File: src/rtl/ps2_scancode_decoder.sv
`default_nettype none
// ============================================================================
// Module      : ps2_scancode_decoder
// Description : Turns a stream of PS/2 set-2 scan bytes into key events.
//               E0 (extended) and F0 (break) prefixes are folded into flags
//               on each event. Events are queued in a first-word-fall-through
//               FIFO. A sticky overflow flag reports dropped events, and a
//               one-cycle proto_err pulse reports discarded byte sequences.
// Revision    : 1.0 - initial release
// ============================================================================
module ps2_scancode_decoder #(
  parameter int DEPTH = 4
) (
  input  logic                     clk,
  input  logic                     reset,
  input  logic                     code_valid,
  input  logic [7:0]               code_in,
  input  logic                     evt_ack,
  output logic                     evt_valid,
  output logic [7:0]               evt_code,
  output logic                     evt_ext,
  output logic                     evt_release,
  output logic [$clog2(DEPTH):0]   evt_count,
  output logic                     overflow,
  output logic                     proto_err
);

  localparam int AW = $clog2(DEPTH);
  localparam logic [AW:0] FULL_COUNT = DEPTH[AW:0];

  typedef enum logic [1:0] {
    IDLE     = 2'd0,
    GOT_E0   = 2'd1,
    GOT_F0   = 2'd2,
    GOT_E0F0 = 2'd3
  } state_t;

  state_t      state;
  state_t      next_state;
  logic        code_valid_q;
  logic        accept;
  logic        emit;
  logic        emit_ext;
  logic        emit_rel;
  logic        seq_err;

  logic [9:0]  mem [DEPTH];
  logic [AW-1:0] wr_ptr;
  logic [AW-1:0] rd_ptr;
  logic [AW:0] count;
  logic        full;
  logic        push;
  logic        pop;
  logic [9:0]  head;

  // A byte is taken only on the rising edge of code_valid.
  assign accept = code_valid & ~code_valid_q;

  // Edge-detect history. It resets high so that a level held across reset
  // release does not look like a new byte.
  always_ff @(posedge clk or negedge reset) begin
    if (!reset) code_valid_q <= 1'b1;
    else        code_valid_q <= code_valid;
  end

  // Prefix FSM state register.
  always_ff @(posedge clk or negedge reset) begin
    if (!reset) state <= IDLE;
    else        state <= next_state;
  end

  // Prefix FSM next-state and emit decode. It only moves on an accepted byte.
  always_comb begin
    next_state = state;
    emit       = 1'b0;
    emit_ext   = 1'b0;
    emit_rel   = 1'b0;
    seq_err    = 1'b0;
    if (accept) begin
      if (code_in == 8'h00 || code_in == 8'hFF) begin
        // Keyboard overrun/error bytes abandon any partial sequence.
        seq_err    = 1'b1;
        next_state = IDLE;
      end else begin
        case (state)
          IDLE: begin
            if (code_in == 8'hE0)      next_state = GOT_E0;
            else if (code_in == 8'hF0) next_state = GOT_F0;
            else                       emit = 1'b1;
          end
          GOT_E0: begin
            if (code_in == 8'hF0)      next_state = GOT_E0F0;
            else if (code_in == 8'hE0) next_state = GOT_E0;
            else begin
              emit       = 1'b1;
              emit_ext   = 1'b1;
              next_state = IDLE;
            end
          end
          GOT_F0: begin
            if (code_in == 8'hF0) next_state = GOT_F0;
            else if (code_in == 8'hE0) begin
              // A break prefix followed by an extended prefix: drop the
              // break and continue with the extended sequence.
              seq_err    = 1'b1;
              next_state = GOT_E0;
            end else begin
              emit       = 1'b1;
              emit_rel   = 1'b1;
              next_state = IDLE;
            end
          end
          GOT_E0F0: begin
            if (code_in == 8'hE0 || code_in == 8'hF0) begin
              seq_err    = 1'b1;
              next_state = IDLE;
            end else begin
              emit       = 1'b1;
              emit_ext   = 1'b1;
              emit_rel   = 1'b1;
              next_state = IDLE;
            end
          end
          default: next_state = IDLE;
        endcase
      end
    end
  end

  // A write goes through when full only if the head leaves on the same edge.
  assign full = (count == FULL_COUNT);
  assign pop  = evt_ack & (count != '0);
  assign push = emit & (~full | pop);

  // FIFO storage. The entries need no reset because the outputs are gated
  // by evt_valid.
  always_ff @(posedge clk) begin
    if (push) mem[wr_ptr] <= {emit_ext, emit_rel, code_in};
  end

  // FIFO pointers, occupancy, sticky overflow and the error pulse.
  always_ff @(posedge clk or negedge reset) begin
    if (!reset) begin
      wr_ptr    <= '0;
      rd_ptr    <= '0;
      count     <= '0;
      overflow  <= 1'b0;
      proto_err <= 1'b0;
    end else begin
      proto_err <= seq_err;
      if (push) wr_ptr <= wr_ptr + 1'b1;
      if (pop)  rd_ptr <= rd_ptr + 1'b1;
      if (push && !pop)      count <= count + 1'b1;
      else if (pop && !push) count <= count - 1'b1;
      if (emit && full && !pop) overflow <= 1'b1;
    end
  end

  assign head        = mem[rd_ptr];
  assign evt_valid   = (count != '0);
  assign evt_count   = count;
  assign evt_code    = evt_valid ? head[7:0] : 8'h00;
  assign evt_release = evt_valid & head[8];
  assign evt_ext     = evt_valid & head[9];

endmodule
`default_nettype wire

File: config.mk
export PLATFORM = sky130hd
export DESIGN_NAME = ps2_scancode_decoder
export DESIGN_NICKNAME = d
export VERILOG_FILES = /design/src/rtl/ps2_scancode_decoder.sv
export SDC_FILE = /design/constraint.sdc
export NUM_CORES = 1
export LEC_CHECK = 0
export BUFFER_PORTS_ARGS = -buffer_cell sky130_fd_sc_hd__buf_2
export CAP_MARGIN = 20
export CELL_PAD_IN_SITES_DETAIL_PLACEMENT = 0
export CELL_PAD_IN_SITES_GLOBAL_PLACEMENT = 1
export CORE_ASPECT_RATIO = 1.25
export CORE_UTILIZATION = 52
export DETAILED_ROUTE_END_ITERATION = 16
export PLACE_DENSITY = 0.92
export SYNTH_ARGS = -nofsm -noshare
export SYNTH_HDL_FRONTEND = slang
export SYNTH_SLANG_ARGS = --single-unit
File: constraint.sdc
create_clock -name clk -period 6 [get_ports clk]
set_input_delay 1.8 -clock clk [delete_from_list [all_inputs] [get_ports clk]]
set_output_delay 1.8 -clock clk [all_outputs]
set_load 0.005 [all_outputs]
# ---- Word level (Yosys, flattened, before mapping)
# Memory sizes are Yosys's and may differ from the RTL's.
# Cells that the tools add are included.
# Widths: inputs -> output; s select.
dict set report totals {
  register_bits 12
  ramBits 40
  input_bits 12
  output_inout_bits 16
  wordCells 74
  n_memories 1
}
dict set report classes {
  add_sub_neg 4
  n_eq_ne 8
  mux 32
  n_bitwise 8
  reduce_logical 14
}
# memory depth width rd rd_ports_with_merged_regs wr line
set memory_table {}
lappend memory_table {mem 4 10 1 0 1 47} ;# logic [9:0] mem [DEPTH];
# operator n
set op_table {}
lappend op_table {{$eq 8x8->1 const B} 3}
lappend op_table {{$mux 1} 19}
lappend op_table {{$mux 2} 5}
lappend op_table {{$logic_not 8->1} 1}
lappend op_table {{$mux 8} 1}
lappend op_table {{$pmux 2 s4} 1}
lappend op_table {{$mux 3} 2}
lappend op_table {{$pmux 1 s2} 3}
lappend op_table {{$and 1x1->1} 5}
lappend op_table {{$add 2x1->2 const B} 2}
lappend op_table {{$eq 2x2->1 const B} 2}
lappend op_table {{$logic_and 1x1->1} 4}
lappend op_table {{$ne 4x4->1 const B} 1}
lappend op_table {{$add 3x1->3 const B} 1}
lappend op_table {{$eq 3x3->1 const B} 1}
lappend op_table {{$pmux 1 s3} 1}
lappend op_table {{$reduce_bool 3->1} 1}
lappend op_table {{$sub 3x1->3 const B} 1}
lappend op_table {{$eq 2x1->1 const B} 1}
lappend op_table {{$logic_not 1->1} 2}
lappend op_table {{$logic_not 2->1} 1}
lappend op_table {{$logic_or 1x1->1} 2}
lappend op_table {{$not 1->1} 2}
lappend op_table {{$reduce_and 2->1} 1}
lappend op_table {{other kinds (3)} 3}

# ---- Depth between registers and ports, before layout
dict set report depth {
  depth_word 11
  mapped_depth 11
  mapped_depth_nobuf 10
}

# ---- Worst setup path after synthesis
# No wires, ideal clock.
dict set report synth_path {
  path_kind {input -> register}
  start {input code_in[3]}
  end {register count[2] (netlist: evt_count[2])}
  setup_time_ns 0.079
  arrival_time_ns 3.647
  required_ns 5.921
  path_slack_ns 2.274
  stages 11
  path_buffers 1
  path_cell_list {and3_2 a211o_2 nand2_2 and3_4 buf_6 ha_1 inv_1 fa_1 xor2_1 nor2_1 xor2_1}
}
dict set report synth_via {
  elab_chain_cells 10
  elab_cells_between_ends 20
  classes_between {eq/ne: 3; mux: 9; bitwise: 1; reduce/logical: 7}
}
# item line
set synth_lines {}
lappend synth_lines {{start: declaration} 17} ;# input logic [7:0] code_in,
lappend synth_lines {{$eq 8x8->1 (on tied branches)} -}
lappend synth_lines {{$mux 1 (tied with other cells)} {93, 102}}
lappend synth_lines {{$mux 1 (on tied branches)} {101, 114, 87}}
lappend synth_lines {{$pmux 1 s3} 85} ;# case (state)
lappend synth_lines {{$mux 1 (*)} 80} ;# if (code_in == 8'h00 || code_in == 8'hFF) begin
lappend synth_lines {{$mux 1 (*)} 79} ;# if (accept) begin
lappend synth_lines {{$and 1x1->1 (*)} 133} ;# assign push = emit & (~full | pop);
lappend synth_lines {{via push} 52} ;# logic push;
lappend synth_lines {{$logic_not 1->1} 154} ;# else if (pop && !push) count <= count - 1'b1;
lappend synth_lines {{$logic_and 1x1->1} 154}
lappend synth_lines {{$reduce_bool 2->1 (no source line)} -}
lappend synth_lines {{end signal: assignment} 153} ;# if (push && !pop) count <= count + 1'b1;
lappend synth_lines {{end signal: assignment} 154}
lappend synth_lines {{end: declaration} 50} ;# logic [AW:0] count;
# Mark *: on every way through the listed nets, which the timed path passes. The rest lies on a longest branch.
# A chain may end at the register's enable or synchronous reset.

# ---- Final worst setup path
dict set report layout_path {
  start {register rd_ptr[0]}
  end {output evt_code[2]}
}
dict set report layout_via {
  elab_chain_cells 2
}
# item line
set layout_lines {}
lappend layout_lines {{start: declaration} 49} ;# logic [AW-1:0] rd_ptr;
lappend layout_lines {{start signal: assignment} 152} ;# if (pop) rd_ptr <= rd_ptr + 1'b1;
lappend layout_lines {{$mem_v2 4x10} -}
lappend layout_lines {{$mux 8} 162} ;# assign evt_code = evt_valid ? head[7:0] : 8'h00;
lappend layout_lines {{end: declaration} 20} ;# output logic [7:0] evt_code,
# Every way passes these cells.

==> results.yml <==
status:
  outcome: "completed"
route:
  drtPass1Iterations: 4
  drt_wl_total_um: 4058
  dr.first_iter.drc_count: 63
  drc: 0
  ant_nets: 0
  via_count: 1278
  wire_per_inst_um: 17.57
  via_per_inst: 5.532
critical_path:
  critPathMaxStageDelay_ps: 820
  crit_type: "register to primary output"
  crit_start: "rd_ptr[0]"
  required_ps: 4200
  worstPathMaxFanout: 12
  crit_chain: "mux4_2 -> and2_1 -> buf_2"
  reg2reg_from: "state[0]"
  critPathArrivalTime_ps: 2000
  slowest_stage: "dfrtp_1"
  worst_setup_path_start_kind: "register"
  cp-end-kind: "primary output"
grt:
  grt_util_all_layers_pct: 18.81
  grt_pass1_vias: 1333
  overflow: 0
  antenna_found_initial: 0
  grt_start_max_net_pins: 17
  grt_pass1_wl_um: 6706
placement:
  preCtsSetupSlack_ps: 2035
  place_congestion: 0.7303
  post-dp-hpwl_um: 2888
  placedInstanceArea_um2: 2537
  portBuffers: 27
sta:
  fin_crit_sh_pct: 63.40
  finalCriticalPeriod_ps: 3804
  final-setup-viol-count: 0
  worstMarginPinSlew_ps: 730.5
  drv_slew: 0
  max_slew_margin_pct: 51.30
  tns_ps: 0
  worst_slack_ps: 2196
  skew_ps: 8.899
  hold_viol: 0
  rsz0062_at_grt: "false"
  fmax_mhz: 262.9
floorplanning:
  coreArea_um2: 4358
  initial_core_util_pct: 54.01
  io_pins: 28
  die_y_um: 77.22
  die_w_um: 62.17
  rows: 27
  fp.dieArea_um2: 4800
cells_and_area:
  syn_to_final_growth_pct: 13.45
  antennaDiodeCount: 0
  fin_area_um2: 2670
  drive_above_1_share_pct: 34.68
  final_util_pct: 61.27
  finalNetCount: 195
clock_tree:
  cts_resized: 0
  clk_latency_ps: 300
  clock-sinks: 52
  cts_tree: "yes"
  clock-root-buffer: "clkbuf_8"
  cts_buffer_depth: 2
  hold_buffers: 0
  path_clk_slew_ps: 80
  h-tree-depth: 2
  numCtsBuffers: 5
  cts_setup_buffers: 0
hold_path:
  min-delay-start: "overflow"
  hold_class: "register to register"
logic_synthesis:
  synth_cell_types: 40
  synth_cells: 142
  synthArstFlopShare_pct: 23.08
  synth_top_flop_cell: "edfxtp_1"
  ys_seq_area_share_pct: 63.85
  synth_edf_count: 40
  ys_ff_latch: 52
  synth-warning-count: 0
  syn-cell-area_um2: 2354
  synth.net_count: 165
  synth_area_per_cell_um2: 16.57
run:
  cap_violations: 0
power_and_ir_drop:
  switchingPower_uw: 344.8
  power.internal_uw: 854.8
  pwr-share-seq_pct: 45.3
  combPwrFrac_pct: 31.8
  p_sw_share_pct: 28.74
  p_clk_share_pct: 22.8
  power_density_nw_per_um2: 449.2
  p_leak_nw: 0.9986
  power_mw: 1.200
  ir_worst_vdd_v: 0.0002962
[synthesized netlist by cell type, types with 2 or more instances]
| master | number | share of area (%) |
|---|---|---|
| a211o_2 | 2 | 0.85 |
| and2_1 | 11 | 2.9 |
| and2_2 | 5 | 1.6 |
| clkbuf_1 | 2 | 0.32 |
| dfrtp_1 | 11 | 12 |
| edfxtp_1 | 40 | 51 |
| ha_1 | 10 | 5.3 |
| inv_1 | 6 | 0.96 |
| mux4_2 | 10 | 9.6 |
| nand2_1 | 5 | 0.80 |
| nand2b_1 | 2 | 0.53 |
| nand3_1 | 2 | 0.43 |
| nor2_1 | 2 | 0.32 |
| o21a_1 | 2 | 0.64 |
| o2bb2ai_1 | 2 | 0.74 |
| or3_1 | 2 | 0.53 |
| xnor2_1 | 4 | 1.5 |
| xor2_1 | 2 | 0.74 |
[cells by family after synthesis]
| family | after synthesis | synth area share [%] |
|---|---|---|
| xor+xnor | 6 | 2.233 |
| fa+ha+maj | 11 | 6.167 |
| mux | 12 | 10.69 |
| simple gates | 38 | 10.90 |
| compound gates | 13 | 4.200 |
| flops | 52 | 63.85 |
| buf+inv | 10 | 1.967 |
[final cells by class]
cell class / instances / area, um^2
clock buffer: 6 / 72.57
clock inverter: 2 / 60.06
fill: 326 / 1688
inverter: 6 / 22.52
multi-input combinational: 80 / 804.5
sequential: 52 / 1503
tap: 58 / 72.57
timing repair buffer: 27 / 135.1
[power by group through the flow]
stage,Clock (mW),Combinational (mW),Sequential [mW]
3_3_place_gp,0,0.370,0.545
2_1_floorplan,0,0.295,0.511
6_report,0.274,0.382,0.544
3_5_place_dp,0,0.384,0.555
4_1_cts,0.278,0.388,0.547
5_1_grt,0.293,0.420,0.558
[cells in the final DEF (no fill, tap or decap), types with 2 or more instances in the layout]
cell type / instances
edfxtp_1: 40
buf_2: 27
and2_1: 11
dfrtp_1: 11
mux4_2: 10
ha_1: 10
inv_1: 6
nand2_1: 5
and2_2: 5
clkbuf_8: 5
xnor2_1: 4
or3_1: 2
nand2b_1: 2
a211o_2: 2
nand3_1: 2
o21a_1: 2
nor2_1: 2
o2bb2ai_1: 2
xor2_1: 2
bufinv_16: 2
[final timing paths]
kind	end	cells after the start	slack [ps]
worst max-delay path	evt_code[2]	3	2200
worst min-delay path	overflow	1	490
worst max register to register	evt_count[1]	8	3570
worst min register to register	overflow	1	490
max in group asynchronous	code_valid_q	1	4360
min in group asynchronous	rd_ptr[1]	1	1360
[through the flow]
step                hold slack (ps)  instances
finish                        494.2        231
global route                  501.6        231
CTS                           495.7        231
detailed placement            465.1        223
global placement              462.6        223
floorplan                     467.8        142
[sequential cells by signal, indices dropped and copies added, names as in the netlist]
| name | flops |
|---|---|
| state | 2 |
| overflow | 1 |
| rd_ptr | 2 |
| code_valid_q | 1 |
| proto_err | 1 |
| evt_count | 3 |
| mem | 40 |
| wr_ptr | 2 |
[per-layer routing]
metal | global-route usage, % | share of wire, % | wire length [um] | vias to the layer above
met5 | 0 | 0 | 0 | -
met4 | 6.279 | 1.9 | 79 | 0
met3 | 4.167 | 3.3 | 132 | 9
met2 | 32.86 | 52 | 2122 | 34
met1 | 22.99 | 42 | 1723 | 646
li1 | - | - | - | 589
[critical path: cells and delay by family (launching register included)]
family | cells | cell delay [ps]
flip-flops | 1 | 820
multiplexers | 1 | 590
AND/OR/NAND/NOR | 1 | 170
buffers and inverters | 1 | 120
No activity file was read; power rests on OpenSTA's default activity.
